File: src/rtl/dmem_lsu_pkg.sv
// Shared types, constants and helpers for the data-memory load/store sequencer.
// Contents:
//   state_t     - sequencer states IDLE / RD / DATA / WR
//   F3_*        - RV32I load/store funct3 encodings
//   RMEM_*      - mem_rmem read codes ({signed, lane mask[3:0]})
//   req_t       - captured request fields kept for the duration of an access
//   f3_legal    - funct3 legality per direction
//   misaligned  - natural-alignment check for halfword/word accesses
//   rmem_code   - read code for the RD state
package dmem_lsu_pkg;

  typedef enum logic [1:0] {
    IDLE,
    RD,
    DATA,
    WR
  } state_t;

  localparam logic [2:0] F3_B  = 3'b000;
  localparam logic [2:0] F3_H  = 3'b001;
  localparam logic [2:0] F3_W  = 3'b010;
  localparam logic [2:0] F3_BU = 3'b100;
  localparam logic [2:0] F3_HU = 3'b101;

  localparam logic [4:0] RMEM_NONE = 5'b00000;
  localparam logic [4:0] RMEM_SB0  = 5'b10001;  // signed byte, lane 0
  localparam logic [4:0] RMEM_WORD = 5'b01111;  // unsigned full word

  typedef struct packed {
    logic        we;
    logic [2:0]  funct3;
    logic [1:0]  addr_lo;
    logic [31:0] wdata;
  } req_t;

  function automatic logic f3_legal(input logic we, input logic [2:0] f3);
    if (we) return (f3 == F3_B) || (f3 == F3_H) || (f3 == F3_W);
    return (f3 == F3_B) || (f3 == F3_H) || (f3 == F3_W) ||
           (f3 == F3_BU) || (f3 == F3_HU);
  endfunction

  function automatic logic misaligned(input logic [2:0] f3, input logic [1:0] a);
    case (f3[1:0])
      2'b01:   return a[0];
      2'b10:   return a != 2'b00;
      default: return 1'b0;
    endcase
  endfunction

  // Sub-word stores read the whole word for the merge, so they use RMEM_WORD.
  function automatic logic [4:0] rmem_code(input logic we, input logic [2:0] f3,
                                           input logic [1:0] a);
    logic sgn;
    sgn = ~f3[2];
    if (we) return RMEM_WORD;
    case (f3[1:0])
      2'b00:   return {sgn, RMEM_SB0[3:0] << a};
      2'b01:   return {sgn, a[1] ? 4'b1100 : 4'b0011};
      default: return RMEM_WORD;
    endcase
  endfunction

endpackage

File: src/rtl/dmem_lsu_ctrl_if.sv
// CPU-side request/response bundle of the load/store sequencer.
// Signals:
//   req_valid/req_ready  request handshake (ready only while idle)
//   req_we               1 = store, 0 = load
//   req_funct3           RV32I width/sign code
//   req_addr             byte address
//   req_wdata            right-aligned store data
//   resp_valid           one-cycle completion pulse, no backpressure
//   resp_rdata           extended load data (0 for stores/errors)
//   resp_err             request rejected, qualified by resp_valid
// Modports: master = CPU memory stage, slave = sequencer.
interface dmem_lsu_ctrl_if;
  logic        req_valid;
  logic        req_ready;
  logic        req_we;
  logic [2:0]  req_funct3;
  logic [31:0] req_addr;
  logic [31:0] req_wdata;
  logic        resp_valid;
  logic [31:0] resp_rdata;
  logic        resp_err;

  modport master (
    output req_valid, req_we, req_funct3, req_addr, req_wdata,
    input  req_ready, resp_valid, resp_rdata, resp_err
  );

  modport slave (
    input  req_valid, req_we, req_funct3, req_addr, req_wdata,
    output req_ready, resp_valid, resp_rdata, resp_err
  );
endinterface

File: src/rtl/dmem_lsu_lane.sv
// Combinational lane logic for the load/store sequencer.
// Ports:
//   rd_word    in  word read from memory
//   wdata      in  right-aligned store data
//   addr_lo    in  byte address bits [1:0]
//   funct3     in  RV32I width/sign code
//   load_data  out selected lane, sign/zero-extended
//   store_word out rd_word with the target byte/half replaced by wdata
// Halfwords use addr_lo[1] only, so an unaligned halfword snaps to its half.
module dmem_lsu_lane
  import dmem_lsu_pkg::*;
(
  input  logic [31:0] rd_word,
  input  logic [31:0] wdata,
  input  logic [1:0]  addr_lo,
  input  logic [2:0]  funct3,
  output logic [31:0] load_data,
  output logic [31:0] store_word
);

  logic [7:0]  byte_sel;
  logic [15:0] half_sel;

  always_comb begin
    byte_sel = rd_word[{addr_lo, 3'b000} +: 8];
    half_sel = addr_lo[1] ? rd_word[31:16] : rd_word[15:0];
    case (funct3)
      F3_B:    load_data = {{24{byte_sel[7]}}, byte_sel};
      F3_H:    load_data = {{16{half_sel[15]}}, half_sel};
      F3_W:    load_data = rd_word;
      F3_BU:   load_data = {24'h000000, byte_sel};
      F3_HU:   load_data = {16'h0000, half_sel};
      default: load_data = '0;
    endcase
  end

  always_comb begin
    store_word = rd_word;
    case (funct3)
      F3_B: store_word[{addr_lo, 3'b000} +: 8] = wdata[7:0];
      F3_H: begin
        if (addr_lo[1]) store_word[31:16] = wdata[15:0];
        else            store_word[15:0]  = wdata[15:0];
      end
      F3_W:    store_word = wdata;
      default: store_word = rd_word;
    endcase
  end

endmodule

File: src/rtl/dmem_lsu_ctrl.sv
// Load/store sequencer between the CPU memory stage and a word-addressed data
// memory with 1-cycle synchronous read and whole-word write.
//   Loads:   IDLE -> RD -> DATA -> IDLE, result registered leaving DATA.
//   SW:      IDLE -> WR -> IDLE, single full-word write.
//   SB/SH:   IDLE -> RD -> DATA -> IDLE, read-modify-write; the merged word is
//            written during DATA while the read word is on mem_load_data.
//   Illegal funct3 is answered from IDLE with resp_err and no memory access.
// Ports:
//   clk, rst          clock, asynchronous active-high reset
//   bus               dmem_lsu_ctrl_if.slave request/response bundle
//   mem_addr          word index {2'b00, addr[31:2]}, holds last value
//   mem_wmem          write mask, 4'b1111 in WR / store DATA, else 0
//   mem_rmem          read code {signed, lane mask} in RD, else 0
//   mem_store_data    word to write (0 when not writing)
//   mem_load_data     read word, valid the cycle after the address edge
// Build option: DMEM_LSU_MISALIGN_TRAP_EN rejects misaligned halfword/word
// accesses with resp_err; otherwise low address bits are ignored.
module dmem_lsu_ctrl
  import dmem_lsu_pkg::*;
(
  input  logic               clk,
  input  logic               rst,
  dmem_lsu_ctrl_if.slave     bus,
  output logic [31:0]        mem_addr,
  output logic [3:0]         mem_wmem,
  output logic [4:0]         mem_rmem,
  output logic [31:0]        mem_store_data,
  input  logic [31:0]        mem_load_data
);

  state_t      state;
  req_t        req_q;
  logic [4:0]  rmem_q;
  logic        resp_valid_q;
  logic        resp_err_q;
  logic [31:0] resp_rdata_q;
  logic [31:0] lane_load;
  logic [31:0] lane_store;
  logic        reject;

  dmem_lsu_lane u_lane (
    .rd_word    (mem_load_data),
    .wdata      (req_q.wdata),
    .addr_lo    (req_q.addr_lo),
    .funct3     (req_q.funct3),
    .load_data  (lane_load),
    .store_word (lane_store)
  );

`ifdef DMEM_LSU_MISALIGN_TRAP_EN
  assign reject = !f3_legal(bus.req_we, bus.req_funct3) ||
                  misaligned(bus.req_funct3, bus.req_addr[1:0]);
`else
  assign reject = !f3_legal(bus.req_we, bus.req_funct3);
`endif

  always_ff @(posedge clk or posedge rst) begin
    if (rst) begin
      state        <= IDLE;
      req_q        <= '0;
      rmem_q       <= '0;
      mem_addr     <= '0;
      resp_valid_q <= 1'b0;
      resp_err_q   <= 1'b0;
      resp_rdata_q <= '0;
    end else begin
      resp_valid_q <= 1'b0;
      resp_err_q   <= 1'b0;
      unique case (state)
        IDLE: begin
          if (bus.req_valid) begin
            if (reject) begin
              resp_valid_q <= 1'b1;
              resp_err_q   <= 1'b1;
              resp_rdata_q <= '0;
            end else begin
              req_q    <= '{we:      bus.req_we,
                            funct3:  bus.req_funct3,
                            addr_lo: bus.req_addr[1:0],
                            wdata:   bus.req_wdata};
              mem_addr <= {2'b00, bus.req_addr[31:2]};
              rmem_q   <= rmem_code(bus.req_we, bus.req_funct3, bus.req_addr[1:0]);
              state    <= (bus.req_we && bus.req_funct3 == F3_W) ? WR : RD;
            end
          end
        end
        RD: state <= DATA;
        DATA: begin
          state        <= IDLE;
          resp_valid_q <= 1'b1;
          resp_rdata_q <= req_q.we ? '0 : lane_load;
        end
        WR: begin
          state        <= IDLE;
          resp_valid_q <= 1'b1;
          resp_rdata_q <= '0;
        end
        default: state <= IDLE;
      endcase
    end
  end

  // Write strobes decode straight from the state register so that reset
  // removes them asynchronously, never letting a partial RMW reach memory.
  always_comb begin
    mem_wmem       = '0;
    mem_store_data = '0;
    if (state == WR) begin
      mem_wmem       = '1;
      mem_store_data = req_q.wdata;
    end else if (state == DATA && req_q.we) begin
      mem_wmem       = '1;
      mem_store_data = lane_store;
    end
  end

  assign mem_rmem       = (state == RD) ? rmem_q : RMEM_NONE;
  assign bus.req_ready  = (state == IDLE);
  assign bus.resp_valid = resp_valid_q;
  assign bus.resp_err   = resp_err_q;
  assign bus.resp_rdata = resp_rdata_q;

endmodule

File: src/flat_wrapper.sv
// flat-port wrapper written by rule: the top's interface ports become plain ports
module dmem_lsu_ctrl_flat import dmem_lsu_pkg::*;
  (clk, rst, mem_addr, mem_wmem, mem_rmem, mem_store_data, mem_load_data, bus_req_valid, bus_req_we, bus_req_funct3, bus_req_addr, bus_req_wdata, bus_req_ready, bus_resp_valid, bus_resp_rdata, bus_resp_err);
  dmem_lsu_ctrl_if bus_i ();
  input  logic clk;
  input  logic rst;
  output logic [31:0] mem_addr;
  output logic [3:0] mem_wmem;
  output logic [4:0] mem_rmem;
  output logic [31:0] mem_store_data;
  input  logic [31:0] mem_load_data;
  input wire logic [$bits(bus_i.req_valid)-1:0] bus_req_valid;
  input wire logic [$bits(bus_i.req_we)-1:0] bus_req_we;
  input wire logic [$bits(bus_i.req_funct3)-1:0] bus_req_funct3;
  input wire logic [$bits(bus_i.req_addr)-1:0] bus_req_addr;
  input wire logic [$bits(bus_i.req_wdata)-1:0] bus_req_wdata;
  output wire logic [$bits(bus_i.req_ready)-1:0] bus_req_ready;
  output wire logic [$bits(bus_i.resp_valid)-1:0] bus_resp_valid;
  output wire logic [$bits(bus_i.resp_rdata)-1:0] bus_resp_rdata;
  output wire logic [$bits(bus_i.resp_err)-1:0] bus_resp_err;
  assign bus_i.req_valid = bus_req_valid;
  assign bus_i.req_we = bus_req_we;
  assign bus_i.req_funct3 = bus_req_funct3;
  assign bus_i.req_addr = bus_req_addr;
  assign bus_i.req_wdata = bus_req_wdata;
  assign bus_req_ready = bus_i.req_ready;
  assign bus_resp_valid = bus_i.resp_valid;
  assign bus_resp_rdata = bus_i.resp_rdata;
  assign bus_resp_err = bus_i.resp_err;
  dmem_lsu_ctrl u_core (.clk(clk), .rst(rst), .bus(bus_i), .mem_addr(mem_addr), .mem_wmem(mem_wmem), .mem_rmem(mem_rmem), .mem_store_data(mem_store_data), .mem_load_data(mem_load_data));
endmodule
File: config.mk
export PLATFORM = sky130hd
export DESIGN_NAME = dmem_lsu_ctrl_flat
export DESIGN_NICKNAME = d
export VERILOG_FILES = /design/src/rtl/dmem_lsu_pkg.sv /design/src/rtl/dmem_lsu_ctrl_if.sv /design/src/rtl/dmem_lsu_lane.sv /design/src/rtl/dmem_lsu_ctrl.sv /design/src/flat_wrapper.sv
export SDC_FILE = /design/constraint.sdc
export NUM_CORES = 1
export LEC_CHECK = 0
export CAP_MARGIN = 0
export CORE_UTILIZATION = 41
export CTS_BUF_LIST = sky130_fd_sc_hd__clkbuf_16
export CTS_CLUSTER_SIZE = 16
export DETAILED_ROUTE_END_ITERATION = 8
export GPL_TIMING_DRIVEN = 0
export HOLD_SLACK_MARGIN = 0.06
export PLACE_DENSITY = 0.78
export SYNTH_ARGS = -nofsm -noshare
export SYNTH_HDL_FRONTEND = slang
export SYNTH_SLANG_ARGS = --single-unit
File: constraint.sdc
create_clock -name clk -period 3.2 [get_ports clk]
set_input_delay 0.32 -clock clk [delete_from_list [all_inputs] [get_ports clk]]
set_output_delay 0.32 -clock clk [all_outputs]
set_load 0.02 [all_outputs]
==> results, run 1 <==
- The run finished with clean final reports.
- At the end of routability-driven placement, the weighted congestion stood at 0.989.
- The worst setup path is of the register to output port kind.
- In this run, distinct cell masters in the synthesized netlist total 55.
- The detailed router put a total of 7.40 mm of wire on met1.
- In this run the deepest clock path goes through 2 buffers.
- After synthesis the cells add up to 5660 um2.
- The clock latency reported for the late side of the worst-skew pair is 0.37 ns.
- The number of antenna cells inserted is 0.
- The most frequent standard cell in the layout excluding fill and tap cells is clkdlybuf4s50_1.
- The length of the first detailed-routing pass in iterations is 9.
- Counting the buffers created by CTS gives 9.
- The core box area is 13300 um2.
- The HPWL after detailed placement is ~14 mm.
- For the worst setup path, the data required time is 2.88 ns.
- The die is 120 um tall.
- The routed wirelength normalized by instance count is 21.1 um.
- The via count of the first global-routing pass is 5108.
- The library cells used most frequently in the layout, excluding fill and tap cells, are clkdlybuf4s50_1 (178), dfrtp_1 (108), mux2_2 (78).
- The ratio of cells with drive above 1 in the final layout is 0.213.
- After the last flow step, the layout net total stands at 812.
- Entering global routing, the biggest net connects 76 pins.
- A synthesized cell averages 11.7 um2.
- The post-layout instance count excluding filler cells is 885.
- The H-tree depth reported by CTS is 3.
- The violation count after the first detailed-routing iteration is 482.
- The number of buffers inserted by hold repair at cts is 0.
- For this design the static power due to leakage is approximately 0.0036 uW.
- The CTS root buffer is clkbuf_16.
- The total negative slack is 0 ns.
- STA classifies the critical path endpoint as an output port.
- The number of nets with antenna violations after routing is 0.
- The wire length of the first global-routing pass is 28.6 mm.
- The type of the worst min-delay path is input port to async pin.
- The top achievable clock speed is 321 MHz.
- The number of rows created at floorplan is 42.
- The most used flip-flop cell after synthesis is dfrtp_1.
- After detailed routing, the number of remaining DRC violations is 0.
- The kind of start point of the critical path is a register.
- The count of buffers added on input and output ports is between 200 and 250.
- The detailed router used layers up to and including met4.
- For the worst setup path, the data arrival time is roughly 2.8 ns.
- The largest vdd supply drop is 421 uV.
- The number of synthesized register bits is 109.
- Summing over every cut layer, the via total after detailed routing is between 5000 and 6000.
- The signed area change from the synthesized netlist to the final layout is 46.2%.
- Along the worst path, the maximum fanout reaches 10.
- After layout, the design draws a total of about 5000 uW.
- The Yosys step of the flow raised 0 warnings.
- Setup slack closes at a little over 0.08 ns.
- The routed design uses 8.82 mm of met2 wire.
- The via density per instance is 5.73.
- The number of standard cells after synthesis is 484.
- Counting flops with a built-in enable in the synthesized netlist gives 0.
- For the finished layout, the period the worst path requires is 3.12 ns.
- Setup violations remaining at the end of the flow were counted as 0.
- The final count of hold timing violations came to 0.
- The max-cap violation count is 0.
- For this design the ratio of total power to cell area is approximately 600 nW/um2.
- For this run the aggregate overflow at the end of global routing stands at 0.
- The effective utilization at floorplan is 0.424.
- The die covers 14300 um2.
- Counting flops with an async set or reset pin after synthesis yields a share of 1.00.
- From left edge to right edge, the die measures 120 um.
- The part of the cycle the worst path needs is 0.974.
- The sequential-to-total area share from yosys stat is 0.482.
- The total I/O pin count is 211.
- The final number of max-transition violations is 0.
- OpenSTA, run right after detailed placement, puts the worst setup slack at -0.143 ns.
- The remaining max-slew budget at the tightest pin is 0.487.
- At the pin with the least slew margin, the transition time is between 0.7 and 0.8 ns.
- The post-placement cell count is 870.
- The clock tree from TritonCTS is built.
- The initial antenna violation count is 0.
- Summed over all layers, the routed wires come to 18.7 mm.
- Across every metal layer, demand over resource in global routing totals 0.266.
- The clock transition at the registers of the reported paths is 0.07 ns.
- Detailed routing placed a total of 1.98 mm of wire on met3.
- The number of clock sinks is 109.
- On the final layout, the worst clock skew is 0.0105 ns.
-- where the power goes --
part | total, uW | internal, uW | switching [uW]
logic | 1980 | 984 | 1000
registers | 1930 | 1680 | 249
clock network | 1060 | 529 | 529
total | 4970 | 3190 | 1780
-- cell usage after synthesis, types with 2 or more instances --
cell type	instances	area, um2
nor3_1	3	15.0
buf_2	15	75.1
nor2b_1	6	37.5
a32oi_1	2	17.5
a21o_1	2	15.0
a22o_1	9	78.8
inv_1	9	33.8
a41o_1	3	30.0
a22oi_1	7	52.6
a21oi_1	43	215
buf_4	6	45.0
a21oi_2	2	17.5
a222oi_1	22	220
ha_1	5	62.6
o2bb2ai_1	26	228
and2_1	8	50.1
nand2_1	22	82.6
clkbuf_1	8	30.0
clkbuf_8	6	82.6
a211o_1	6	52.6
and4_1	2	17.5
a221o_1	7	70.1
nor2_1	31	116
o21ai_0	10	50.1
dfrtp_1	109	2730
or3b_1	2	17.5
a221oi_1	2	17.5
nand2b_1	3	18.8
mux2_2	78	878
buf_6	4	45.0
a21boi_0	2	15.0
-- registers in the layout, indices dropped and copies added, names as in the netlist --
signal,flops
u_core.bus.resp_err,1
u_core.bus.resp_rdata,32
u_core.bus.resp_valid,1
u_core.mem_addr,30
u_core.req_q,38
u_core.rmem_q,5
u_core.state,2
-- final cells by class --
| class | instances | area (um2) |
|---|---|---|
| buffer | 39 | 305 |
| clock buffer | 9 | 225 |
| clock inverter | 7 | 50.0 |
| fill | 1076 | 5070 |
| inverter | 9 | 36.3 |
| multi-input combinational | 326 | 2620 |
| sequential | 109 | 2730 |
| tap | 176 | 220 |
| timing repair buffer | 210 | 2090 |
-- routing by layer --
layer,vias up,GRT usage
met5,-,0
met1,2461,0.334
li1,2272,-
met2,296,0.424
met4,0,0.0961
met3,40,0.0898
-- final timing paths --
check / start / to / slack [ns] / depth (start not counted)
hold / removal: rst / u_core.mem_addr[2] / 0.34 / 2
setup / recovery: u_core.req_q[33] / mem_store_data[5] / 0.08 / 9
hold reg to reg: u_core.rmem_q[4] / u_core.rmem_q[4] / 0.48 / 2
min in group clk: u_core.rmem_q[4] / u_core.rmem_q[4] / 0.48 / 2
setup reg to reg: u_core.req_q[35] / u_core.bus.resp_rdata[23] / 1.16 / 7
max in group asynchronous: rst / u_core.bus.resp_rdata[6] / 2.15 / 3
-- what timing repair did --
item,in CTS,in global routing
endpoints found under the hold margin,0,0
setup endpoints to repair,32,13
gates resized for setup,36,9
setup buffers,0,1
-- critical path, cell delays in order, from the launching register on --
cell and delay (ns):
dfrtp_1 0.38, buf_6 0.16, buf_6 0.17, inv_1 0.09
ha_1 0.33, inv_1 0.09, a311o_1 0.31, a41o_2 0.35
a22o_1 0.23, dlygate4sd2_1 0.33
-- stage by stage --
stage / utilization / instance area, um2 / hold WS, ns
final: 0.620 / 8280 / 0.335
after global routing: 0.620 / 8280 / 0.369
after CTS: 0.618 / 8260 / 0.347
after detailed placement: 0.599 / 8000 / 0.466
after global placement: 0.597 / 7970 / 0.454
after floorplan: - / 5660 / 0.409
-- cell families (layout without fill, tap and decap cells) --
kind of cell | after synthesis | after routing | synth area share
other cells | 1 | 2 | 0.000662
buf+inv | 50 | 274 | 0.0586
compound gates | 152 | 152 | 0.208
fa+ha+maj | 5 | 5 | 0.0111
flops | 109 | 109 | 0.482
mux | 80 | 80 | 0.161
simple gates | 87 | 87 | 0.0791
No activity file was read; power rests on OpenSTA's default activity.
==> run 2: changes to the inputs <==
- ABC_CLOCK_PERIOD_IN_PS: unset -> 3200
- SLEW_MARGIN: unset -> 10
==> results, run 2 (synthesis results as in run 1) <==
- The total grt overflow is 0.
- The type of the worst min-delay path is input port to async pin.
- The final count of hold timing violations is 0.
- The most frequent standard cell in the layout excluding fill and tap cells is clkdlybuf4s50_1.
- The routed layout has 5084 vias.
- The share of total power dissipated in sequential elements is 0.373.
- Prior to clock tree synthesis, the placed netlist has a worst setup slack of -0.153 ns.
- The leakage power of the design is 0.00365 uW.
- Of the total power, the share spent switching nets is 0.348.
- In the layout the commonest cells are clkdlybuf4s50_1 (178), dfrtp_1 (108), mux2_2 (78).
- The count of nets left with antenna violations once routing finished came out at 0.
- The maximum number of pins on one net before global-route repair is 83.
- The pre-antenna-repair detailed-routing pass consisted of 7 iterations.
- In this run the tightest slew margin relative to its limit is 0.469.
- The die covers approximately 14000 um2.
- The final critical-path setup slack is 0.0678 ns.
- Between clock sinks in the finished design, the worst skew comes to approximately 0.005 ns.
- The via count of the first global-routing pass came to 5156.
- The clock transition at the registers of the reported paths is 0.07 ns.
- The total negative slack is 0 ns.
- The areal power density over the cells is around 620 nW/um2.
- The internal portion of total power is 3370 uW.
- At the pin with the least slew margin, the transition time is 0.790 ns.
- Clock tree synthesis found a total of 109 sinks.
- The number of antenna diodes in the final layout is 0.
- Routability-driven placement finished with a final weighted congestion of 0.989.
- The routed wire length is ~19 mm.
- The number of buffers on the longest clock path is 2.
- The share of total power dissipated in the clock network is 0.241.
- The final number of max-transition violations came to 0.
- The HPWL after detailed placement is ~15 mm.
- The clock tree from TritonCTS is built.
- The number of rows created at floorplan is between 40 and 50.
- Dividing the final minimum period by the clock period gives 0.979.
- The signed area change from the synthesized netlist to the final layout is 47.4%.
- The clock buffer count from CTS is 9.
- The number of buffers inserted by hold repair at cts is 0.
- The kind of start point of the critical path is a register.
- For this design the top-level I/O count stands at 211.
- For the finished layout, the period the worst path requires is 3.13 ns.
- The largest vdd supply drop is between 400 and 500 uV.
- In the final layout, the share of cells above drive strength 1 is 0.213.
- The category of the critical setup timing path is register to output port.
- The CTS root buffer is clkbuf_16.
- The initial antenna violation count is 0.
- The H-tree was split into 3 levels.
- The clock latency reported for the late side of the worst-skew pair is 0.36 ns.
- The share of total power dissipated in combinational logic is 0.387.
- Using the TritonRoute via totals, the vias-per-cell ratio works out to between 5 and 6.
- The effective utilization at floorplan is 0.424.
- The filler cells instantiated in the layout total 1078.
- The count of nets after finishing is 813.
- STA classifies the critical path endpoint as an output port.
- For this block, the initial DRC count from the detailed router was 434.
- The flow ran to the end, and the final reports show no timing, DRC or antenna violations.
- The total routing resource utilization after global routing is 0.265.
- STA puts the critical path data required time at 2.88 ns.
- The biggest fanout along the worst timing path is 10.
- The die is 120 um tall.
- The first global-routing pass estimated 28.6 mm of wire.
- After detailed routing, the average wire length per cell comes to 21.1 um.
- The flip-flop count of the largest register, all copies and words added is 38.
- The largest register by flop count is u_core.req_q.
- After detailed routing, the number of remaining DRC violations is 0.
- STA puts the critical path data arrival time at 2.81 ns.
- The total setup violations reported at the end of the flow is 0.
- The total of buffers placed on input and output ports is 208.
- The core box area is 13300 um2.
- In this run the power spent charging and discharging nets is roughly 1800 uW.
- The top achievable clock speed is 319 MHz.
- In this run the horizontal extent of the chip is between 100 and 150 um.
- The tool flagged a number of max-cap violations equal to 0.
[run 2: cell types whose count changed in the layout (fill, tap and decap cells not counted), sizes merged]
cell          change
dlymetal6s2s      -1
bufinv            +2
dlygate4sd2       +1
inv               +2
clkinvlp          -2
clkinv            -2
buf               +1
[run 2: path summary, 6_finish.rpt]
| kind | start | to | slack (ns) | cells after the start |
|---|---|---|---|---|
| max reg2reg | u_core.req_q[36] | u_core.bus.resp_rdata[23] | 1.12 | 7 |
| max in group asynchronous | rst | u_core.req_q[18] | 2.20 | 3 |
| min in group clk | u_core.rmem_q[4] | u_core.rmem_q[4] | 0.48 | 2 |
| min | rst | u_core.mem_addr[2] | 0.30 | 2 |
| min reg2reg | u_core.rmem_q[4] | u_core.rmem_q[4] | 0.48 | 2 |
| max | u_core.req_q[33] | mem_store_data[1] | 0.07 | 9 |
[run 2: layout make-up]
type / instances / area [um2] / share of cell area
Buffer: 39 / 304 / 0.0364
Clock buffer: 9 / 225 / 0.0270
Clock inverter: 7 / 105 / 0.0126
Inverter: 9 / 38.8 / 0.00465
Multi-Input combinational cell: 326 / 2630 / 0.315
Sequential cell: 109 / 2730 / 0.327
Tap cell: 176 / 220 / 0.0264
Timing Repair Buffer: 211 / 2090 / 0.251
[run 2: worst max-delay path, stage by stage (launching register included)]
cell,delay (ns)
dfrtp_1,0.39
buf_6,0.16
buf_6,0.18
inv_1,0.09
ha_1,0.32
inv_1,0.09
a311o_1,0.32
a41o_2,0.34
a22o_1,0.23
dlygate4sd2_1,0.33
[run 2: power by group through the flow]
stage | logic [uW] | registers, uW | clock network [uW]
after detailed placement | 1970 | 1950 | 0
final | 2000 | 1930 | 1240
after global placement | 1930 | 1930 | 0
after global routing | 2130 | 1960 | 1300
after CTS | 1970 | 1920 | 1260
after floorplan | 977 | 2060 | 0
[run 2: per-stage QoR]
step | std cells | hold slack [ns] | total power [uW] | utilization | cell area [um2]
finish | 886 | 0.300 | 5170 | 0.625 | 8350
global route | 886 | 0.312 | 5380 | 0.625 | 8350
CTS | 884 | 0.302 | 5150 | 0.622 | 8310
detailed placement | 870 | 0.466 | 3910 | 0.599 | 8000
global placement | 869 | 0.454 | 3860 | 0.597 | 7970
floorplan | 485 | 0.409 | 3040 | - | 5660
[run 2: timing repair]
item | in CTS | in global routing
gates cloned | 0 | 0
gates resized for setup | 35 | 9
buffers inserted | 0 | 2
setup endpoints to repair | 32 | 14
pin swaps | 0 | 0
[run 2: routing by layer]
layer	track usage	wire (um)
met1	0.331	7420
met2	0.428	8760
met3	0.0917	2030
met4	0.0891	476
met5	0	0
